**config.mk**
```make
export PLATFORM = sky130hd
export DESIGN_NAME = stream_pool2d_flat
export DESIGN_NICKNAME = d
export VERILOG_FILES = /design/src/rtl/stream_pool2d_if.sv /design/src/rtl/stream_pool2d.sv /design/src/flat_wrapper.sv
export SDC_FILE = /design/constraint.sdc
export NUM_CORES = 1
export LEC_CHECK = 0
export CORE_MARGIN = 2
export CORE_UTILIZATION = 60
export CTS_BUF_LIST = sky130_fd_sc_hd__clkbuf_8
export DETAILED_ROUTE_END_ITERATION = 8
export GPL_TIMING_DRIVEN = 0
export PLACE_DENSITY = 0.91
export SLEW_MARGIN = 10
export SYNTH_ARGS = -nofsm -noshare
export SYNTH_HDL_FRONTEND = slang
export SYNTH_SLANG_ARGS = --single-unit
```
**constraint.sdc**
```tcl
create_clock -name clk -period 6.1 [get_ports clk]
set_input_delay 0.915 -clock clk [delete_from_list [all_inputs] [get_ports clk]]
set_output_delay 0.915 -clock clk [all_outputs]
set_load 0.1 [all_outputs]
```
**src/rtl/stream_pool2d_if.sv**
```systemverilog
// Stream bundle for stream_pool2d: pixel input handshake and pooled output
// handshake. The slave modport is the pooling block's view, the master
// modport is the view of whatever drives it and consumes its results.
interface stream_pool2d_if #(
  parameter int DATA_W = 8
);
  logic                     in_valid;
  logic                     in_ready;
  logic signed [DATA_W-1:0] pixel_in;
  logic                     out_valid;
  logic                     out_ready;
  logic signed [DATA_W-1:0] out_data;
  logic                     out_last;

  modport slave (
    input  in_valid, pixel_in, out_ready,
    output in_ready, out_valid, out_data, out_last
  );

  modport master (
    output in_valid, pixel_in, out_ready,
    input  in_ready, out_valid, out_data, out_last
  );
endinterface

```
**src/rtl/stream_pool2d.sv**
```systemverilog
// stream_pool2d: streaming 2x2 / stride-2 pooling of a raster-order,
// channel-interleaved pixel stream with valid/ready on both sides.
// Default build pools with the signed maximum. Defining the macro
// POOL_AVG_EN switches to the floor average of the four window pixels;
// the pair and line-buffer storage then widen by one bit so the sums
// never overflow.
module stream_pool2d #(
  parameter int DATA_W = 8,
  parameter int IMG_W  = 8,
  parameter int IMG_H  = 8,
  parameter int CH     = 1
) (
  input  logic           clk,
  input  logic           rst,
  stream_pool2d_if.slave bus
);

  localparam int CW   = (CH > 1) ? $clog2(CH) : 1;
  localparam int XW   = $clog2(IMG_W);
  localparam int YW   = $clog2(IMG_H);
  localparam int LB_N = (IMG_W / 2) * CH;
  localparam int LBW  = (LB_N > 1) ? $clog2(LB_N) : 1;
`ifdef POOL_AVG_EN
  localparam int PW   = DATA_W + 1;
`else
  localparam int PW   = DATA_W;
`endif

  // Array depths are rounded up to a power of two so the index width is exact.
  logic        [CW-1:0]     ch_r;
  logic        [XW-1:0]     col_r;
  logic        [YW-1:0]     row_r;
  logic signed [DATA_W-1:0] hreg_r [0:(1<<CW)-1];
  logic signed [PW-1:0]     lb_r   [0:(1<<LBW)-1];

  logic                     out_valid_r;
  logic signed [DATA_W-1:0] out_data_r;
  logic                     out_last_r;

  logic                     in_ready_s;
  logic                     accept_s;
  logic                     last_ch_s;
  logic                     last_col_s;
  logic                     last_row_s;
  logic        [LBW-1:0]    lb_idx_s;
  logic signed [DATA_W-1:0] hreg_cur_s;
  logic signed [PW-1:0]     lb_cur_s;
  logic signed [PW-1:0]     pair_s;
  logic signed [DATA_W-1:0] result_s;
`ifdef POOL_AVG_EN
  logic signed [DATA_W+1:0] win_s;
`endif

  function automatic logic signed [DATA_W-1:0] smax(
    input logic signed [DATA_W-1:0] a,
    input logic signed [DATA_W-1:0] b
  );
    return (a > b) ? a : b;
  endfunction

  assign in_ready_s    = !out_valid_r || bus.out_ready;
  assign accept_s      = bus.in_valid && in_ready_s;
  assign bus.in_ready  = in_ready_s;
  assign bus.out_valid = out_valid_r;
  assign bus.out_data  = out_data_r;
  assign bus.out_last  = out_last_r;

  // Position decode, storage lookup and the pooling operator for the current pixel.
  always_comb begin
    last_ch_s  = (ch_r  == CW'(CH - 1));
    last_col_s = (col_r == XW'(IMG_W - 1));
    last_row_s = (row_r == YW'(IMG_H - 1));
    lb_idx_s   = LBW'((int'(col_r) / 2) * CH + int'(ch_r));
    hreg_cur_s = hreg_r[ch_r];
    lb_cur_s   = lb_r[lb_idx_s];
`ifdef POOL_AVG_EN
    pair_s     = PW'(hreg_cur_s) + PW'(bus.pixel_in);
    win_s      = (DATA_W+2)'(lb_cur_s) + (DATA_W+2)'(pair_s);
    result_s   = DATA_W'(win_s >>> 2);
`else
    pair_s     = smax(hreg_cur_s, bus.pixel_in);
    result_s   = smax(lb_cur_s, pair_s);
`endif
  end

  // Channel / column / row counters advance only on accepted pixels and wrap per frame.
  always_ff @(posedge clk or posedge rst) begin
    if (rst) begin
      ch_r  <= {CW{1'b0}};
      col_r <= {XW{1'b0}};
      row_r <= {YW{1'b0}};
    end else if (accept_s) begin
      if (last_ch_s) begin
        ch_r <= {CW{1'b0}};
        if (last_col_s) begin
          col_r <= {XW{1'b0}};
          row_r <= last_row_s ? {YW{1'b0}} : row_r + YW'(1);
        end else begin
          col_r <= col_r + XW'(1);
        end
      end else begin
        ch_r <= ch_r + CW'(1);
      end
    end
  end

  // Horizontal register captures the even-column pixel of each channel.
  always_ff @(posedge clk or posedge rst) begin
    if (rst) begin
      for (int i = 0; i < (1 << CW); i++) begin
        hreg_r[i] <= {DATA_W{1'b0}};
      end
    end else if (accept_s && !col_r[0]) begin
      hreg_r[ch_r] <= bus.pixel_in;
    end
  end

  // Line buffer keeps the even-row pair results; every entry is written before it is read.
  always_ff @(posedge clk) begin
    if (accept_s && col_r[0] && !row_r[0]) begin
      lb_r[lb_idx_s] <= pair_s;
    end
  end

  // Output register: a completed window loads it, otherwise a downstream handshake drains it.
  always_ff @(posedge clk or posedge rst) begin
    if (rst) begin
      out_valid_r <= 1'b0;
      out_data_r  <= {DATA_W{1'b0}};
      out_last_r  <= 1'b0;
    end else if (accept_s && col_r[0] && row_r[0]) begin
      out_valid_r <= 1'b1;
      out_data_r  <= result_s;
      out_last_r  <= last_ch_s && last_col_s && last_row_s;
    end else if (out_valid_r && bus.out_ready) begin
      out_valid_r <= 1'b0;
      out_last_r  <= 1'b0;
    end
  end

endmodule

```
**src/flat_wrapper.sv**
```systemverilog
// flat-port wrapper written by rule: the top's interface ports become plain ports
module stream_pool2d_flat 
#(
  parameter int DATA_W = 8,
  parameter int IMG_W  = 8,
  parameter int IMG_H  = 8,
  parameter int CH     = 1
)
  (clk, rst, bus_in_valid, bus_pixel_in, bus_out_ready, bus_in_ready, bus_out_valid, bus_out_data, bus_out_last);
  stream_pool2d_if #(.DATA_W(DATA_W)) bus_i ();
  input  logic clk;
  input  logic rst;
  input wire logic [$bits(bus_i.in_valid)-1:0] bus_in_valid;
  input wire logic [$bits(bus_i.pixel_in)-1:0] bus_pixel_in;
  input wire logic [$bits(bus_i.out_ready)-1:0] bus_out_ready;
  output wire logic [$bits(bus_i.in_ready)-1:0] bus_in_ready;
  output wire logic [$bits(bus_i.out_valid)-1:0] bus_out_valid;
  output wire logic [$bits(bus_i.out_data)-1:0] bus_out_data;
  output wire logic [$bits(bus_i.out_last)-1:0] bus_out_last;
  assign bus_i.in_valid = bus_in_valid;
  assign bus_i.pixel_in = bus_pixel_in;
  assign bus_i.out_ready = bus_out_ready;
  assign bus_in_ready = bus_i.in_ready;
  assign bus_out_valid = bus_i.out_valid;
  assign bus_out_data = bus_i.out_data;
  assign bus_out_last = bus_i.out_last;
  stream_pool2d #(.DATA_W(DATA_W), .IMG_W(IMG_W), .IMG_H(IMG_H), .CH(CH)) u_core (.clk(clk), .rst(rst), .bus(bus_i));
endmodule
```
# After elaboration in Yosys (flattened, before gate mapping)

Memory sizes are Yosys's and may differ from the RTL's.
Index checks and enable logic that the tools add are counted.

Register bits after elaboration: 33
Memory bits (writable): 32
Input port bits: 12
Word-level logic and storage cells: 53
Memories: 1

Memories:

| memory      | depth | width | read ports | clocked after memory_dff | write ports | line                | source |
|---|---|---|---|---|---|---|---|
| u_core.lb_r | 4     | 8     | 1          | 0                        | 1           | stream_pool2d.sv:34 | `logic signed [PW-1:0] lb_r [0:(1<<LBW)-1];` |

Add/sub/neg operators: 4
Order comparisons: 4
Equality and inequality tests: 2
Mux-type cells: 16
Bitwise gates (word level): 2
Reductions and logical operators: 16

Operators with widths:

| kind                | number |
|---|---|
| $mux 8              | 6 |
| $bwmux 16           | 1 |
| $gt 8x8->1          | 2 |
| $logic_and 1x1->1   | 9 |
| $demux 8 s1         | 1 |
| $add 3x1->3 const B | 2 |
| $eq 3x3->1 const B  | 2 |
| $mux 1              | 6 |
| $mux 3              | 2 |
| $logic_not 1->1     | 3 |
| $reduce_and 3->1    | 1 |
| $add 2x1->2         | 1 |
| $ge 2x2->1 const B  | 1 |
| $lt 2x1->1 const B  | 1 |
| $not 1->2           | 1 |
| $reduce_and 2->1    | 1 |
| $reduce_bool 2->1   | 1 |
| $add 1x1->1 const B | 1 |
| $logic_or 1x1->1    | 1 |
| $not 1->1           | 1 |

# Depth between registers and ports, before layout

Word-level depth: 8
Gate-level depth with buffers: 15
Gate-level depth less buffers: 15

# Worst setup path before layout

No wires, ideal clock.

Path kind: input-to-reg
Start: input port bus_pixel_in[7]
End: register u_core.out_data_r[7], in the netlist u_core.bus.out_data[7]
Data arrival time: 3580 ps
Data required time: 5972 ps
Setup slack: 2392 ps
Stages: 14
Buffers on the path: 0
Cell sequence: inv_1 -> ha_1 -> nand4_1 -> o32ai_1 -> a31oi_1 -> a21oi_4 -> mux2i_1 -> ha_1 -> or4_1 -> a221oi_2 -> a221o_2 -> a21oi_2 -> a22oi_1 -> o21ai_1

Word-level cells in the longest chain between the ends: 4

RTL lines:

| item                   | line                 | source |
|---|---|---|
| start: declaration     | flat_wrapper.sv:14   | `input wire logic [$bits(bus_i.pixel_in)-1:0] bus_pixel_in;` |
| $gt 8x8->1             | stream_pool2d.sv:58  | `return (a > b) ? a : b;` |
| $mux 8 *               | stream_pool2d.sv:58  |  |
| $gt 8x8->1             | stream_pool2d.sv:58  |  |
| $mux 8 *               | stream_pool2d.sv:58  |  |
| end signal: assignment | stream_pool2d.sv:129 | `out_data_r <= {DATA_W{1'b0}};` |
| end signal: assignment | stream_pool2d.sv:133 | `out_data_r <= result_s;` |
| end: declaration       | stream_pool2d.sv:37  | `logic signed [DATA_W-1:0] out_data_r;` |

Mark *: on every way between the ends. The rest lies on a longest branch, timed or not.
A chain may end at the register's enable or synchronous reset.

# Final worst setup path

Ends and elaborated chain as after synthesis.

==> key figures <==
Outcome
  – Status: completed

Timing
  – Max-slew violation count: 0
  – Setup TNS: 0 ns
  – Worst Clk Skew: 0.01583 ns
  – Final WS setup: 1.644 ns
  – Period Utilization, post-route: 73.05%
  – RSZ-0062 raised after global routing: false
  – Setup violators final: 0
  – Hold Vio Cnt, Final: 0
  – Max frequency: 224.4 MHz
  – Final min period: 4.456 ns
  – Max-slew headroom: 33.70%
  – Worst-Margin Slew: 0.9914 ns

Routing
  – Vias/cell: 6.100
  – Iter 0 DRT Violations: 132
  – Drt pass-1 iters: 6
  – DR vias: 1769
  – Final ANT Viol Nets: 0
  – Wirelength per Cell: 18.55 um
  – Total wire length: 5380 um
  – Post-route DRC violation count: 0

Logic synthesis
  – Register area share after synthesis: 58.18%
  – Cells after Synth: 208
  – Number of synthesized flops with an enable pin: 32
  – Yosys cell types: 37
  – FFs w/ async S/R, synth: 42.86%
  – Syn_area_per_cell: 12.90 um2
  – Main synth FF type: edfxtp_1
  – Cell accounting for the most synthesized area: edfxtp_1
  – Top post-synthesis cells by area: edfxtp_1 (36%), dfrtp_1 (22%), ha_1 (9.3%)
  – Yosys warning total: 0
  – Area share of the largest cell type after synthesis: 35.80%
  – Cell Area, Synth: 2684 um2
  – Synthesized net count: 240
  – Synth Register Bits: 56

Layout
  – Nets: 269
  – Most frequent cells in the layout: edfxtp_1 (32), nand2_1 (26), dfrtp_1 (24)
  – Fill cell count: 305
  – Non-Filler Instances: 290
  – Share of cells above drive strength 1: 10.50%
  – Final Instance Area: 3133 um2
  – Antenna cells: 0
  – Commonest non-fill, non-tap cell in the layout: edfxtp_1
  – P&R area growth vs syn: 16.74%

Placed design
  – GP Congestion: 0.8947
  – Port buffer count: 22
  – DP Worst Slack: 1.478 ns
  – Post-DP Area: 2969 um2
  – Final HPWL DP: 3808 um
  – Placed Cells: 282

GRT
  – Initial antenna violation count: 0
  – Pin count of the biggest net entering global routing: 25
  – First-pass GRT wire length: 8790 um
  – Global route overflow: 0
  – Vias in the first global route: 1822
  – GRT Util Overall: 23.31%

Floorplan
  – Initial core utilization: 62.07%
  – I/O pin count: 23
  – Core Box Area: 4324 um2
  – Die X: 70.88 um
  – Row count: 24
  – Die area: 5024 um2
  – Chip height: 70.88 um

Worst setup path
  – Crit-path max FO: 8
  – Nature of the critical path endpoint: flip-flop
  – R2R setup slack: 2.37 ns
  – Req. time, crit path: 6.29 ns
  – CP max stage delay: 0.54 ns
  – Delay-heaviest family, CP: compound AO/OA/AOI/OAI gates
  – CP max-delay cell: or4_1
  – Worst setup path start: bus_pixel_in[7]
  – Critical path arrival: 4.65 ns
  – Setup Crit Path Kind: in -> reg
  – Startpoint types: input pin
  – Bufs and invs on worst path: 2
  – Cell mode on critical path: ha_1
  – Worst r2r src: u_core.hreg_r[15]$_DFFE_PP0P_
  – CP cell instances: clkdlybuf4s50_1, inv_1, ha_1, nand4_1, o32ai_1, a31oi_1, a21oi_4, mux2i_1, ha_1, or4_1, a221oi_2, a221o_2, a21oi_2, a22oi_1, o21ai_1

Flow run
  – Max-Cap Viols: 0

CTS
  – Clock Latency Late Sink: 0.32 ns
  – Root buffer cell: clkbuf_8
  – H-tree Lvls: 2
  – CTS Buffer Depth: 2
  – Num Clock Sinks: 56
  – Hold buffers post-CTS: 0
  – Cts bufs inserted: 5
  – Post-CTS Setup Bufs: 0
  – CTS tree: built
  – Clk slew on worst S/H paths: 0.10 ns
  – Post-CTS resize count: 0

Min path
  – Worst Hold Launch: u_core.row_r[2]$_DFFE_PP0P_
  – Worst Hold Class: reg -> reg

Pwr
  – Leakage: 1.316 nW
  – Maximum VDD drop: 0.2713 mV
  – Power density cells: 588.1 nW/um2
  – Total power: 1.843 mW
## synthesized netlist by cell type, types with 2 or more instances
cell	number
inv_1	20
a21oi_1	2
mux2i_1	8
ha_1	20
nor3b_1	2
nand2_1	26
clkbuf_1	3
nand4_1	2
dfrtp_1	24
mux4_2	8
nand3_1	3
edfxtp_1	32
nand2b_1	2
a22oi_1	8
o21ai_1	18
nor2_1	5
a21o_1	2
o21ai_0	4
## logic make-up after synthesis
| kind of cell | synth area share (%) |
|---|---|
| mux | 10.12 |
| buf+inv | 3.543 |
| flops | 58.18 |
| fa+ha+maj | 9.324 |
| simple gates | 8.205 |
| compound gates | 10.63 |
## path summary, 6_finish.rpt
| kind | to | cells past startpoint |
|---|---|---|
| setup / recovery | u_core.bus.out_data[7]$_DFFE_PP0P_ | 15 |
| hold / removal | u_core.row_r[2]$_DFFE_PP0P_ | 1 |
| setup reg to reg | u_core.bus.out_data[7]$_DFFE_PP0P_ | 13 |
| hold reg to reg | u_core.row_r[2]$_DFFE_PP0P_ | 1 |
| max in group asynchronous | u_core.hreg_r[10]$_DFFE_PP0P_ | 2 |
| min in group asynchronous | u_core.bus.out_data[6]$_DFFE_PP0P_ | 2 |
## through the flow
step	hold WS, ns	util, %
2_1_floorplan	0.4596	-
3_3_place_gp	0.4755	68.66
3_5_place_dp	0.4974	68.66
4_1_cts	0.5192	72.34
5_1_grt	0.5296	72.45
6_report	0.5168	72.45
## power breakdown
group	internal, mW	leakage [nW]	switching [mW]
clock network	0.205	0.0784	0.119
logic	0.316	0.642	0.594
registers	0.541	0.596	0.0669
total	1.06	1.32	0.780
## area by class of cell
type	instances	area, um2	area share [%]
buffer	4	16.27	0.5192
clock buffer	5	68.82	2.196
clock inverter	3	90.09	2.875
inverter	21	78.83	2.516
multi-input combinational	127	1032	32.95
sequential	56	1562	49.84
tap	52	65.06	2.077
timing repair buffer	22	220.2	7.029
## worst reg2reg max path: cells and delay by family, from the launching register on
family | cells | cell delay (ns)
compound gates | 8 | 1.62
simple gates | 2 | 0.67
fa+ha+maj | 2 | 0.63
flops | 1 | 0.43
mux | 1 | 0.24
## routing by layer
metal	global-route usage [%]	share of wire, %	routed length, um	vias to the layer above
met5	0	0	0	-
met4	7.966	1.5	82	0
met3	4.986	4.9	263	9
met2	39.15	49	2661	52
met1	30.46	44	2373	879
li1	-	-	-	829
## flip-flops by register name, indices dropped and copies added (netlist names)
signal and flops:
u_core.lb_r 32, u_core.bus.out_data 8, u_core.hreg_r 8, u_core.col_r 3, u_core.row_r 3, u_core.bus.out_last 1
u_core.bus.out_valid 1
No activity file was read; power rests on OpenSTA's default activity.
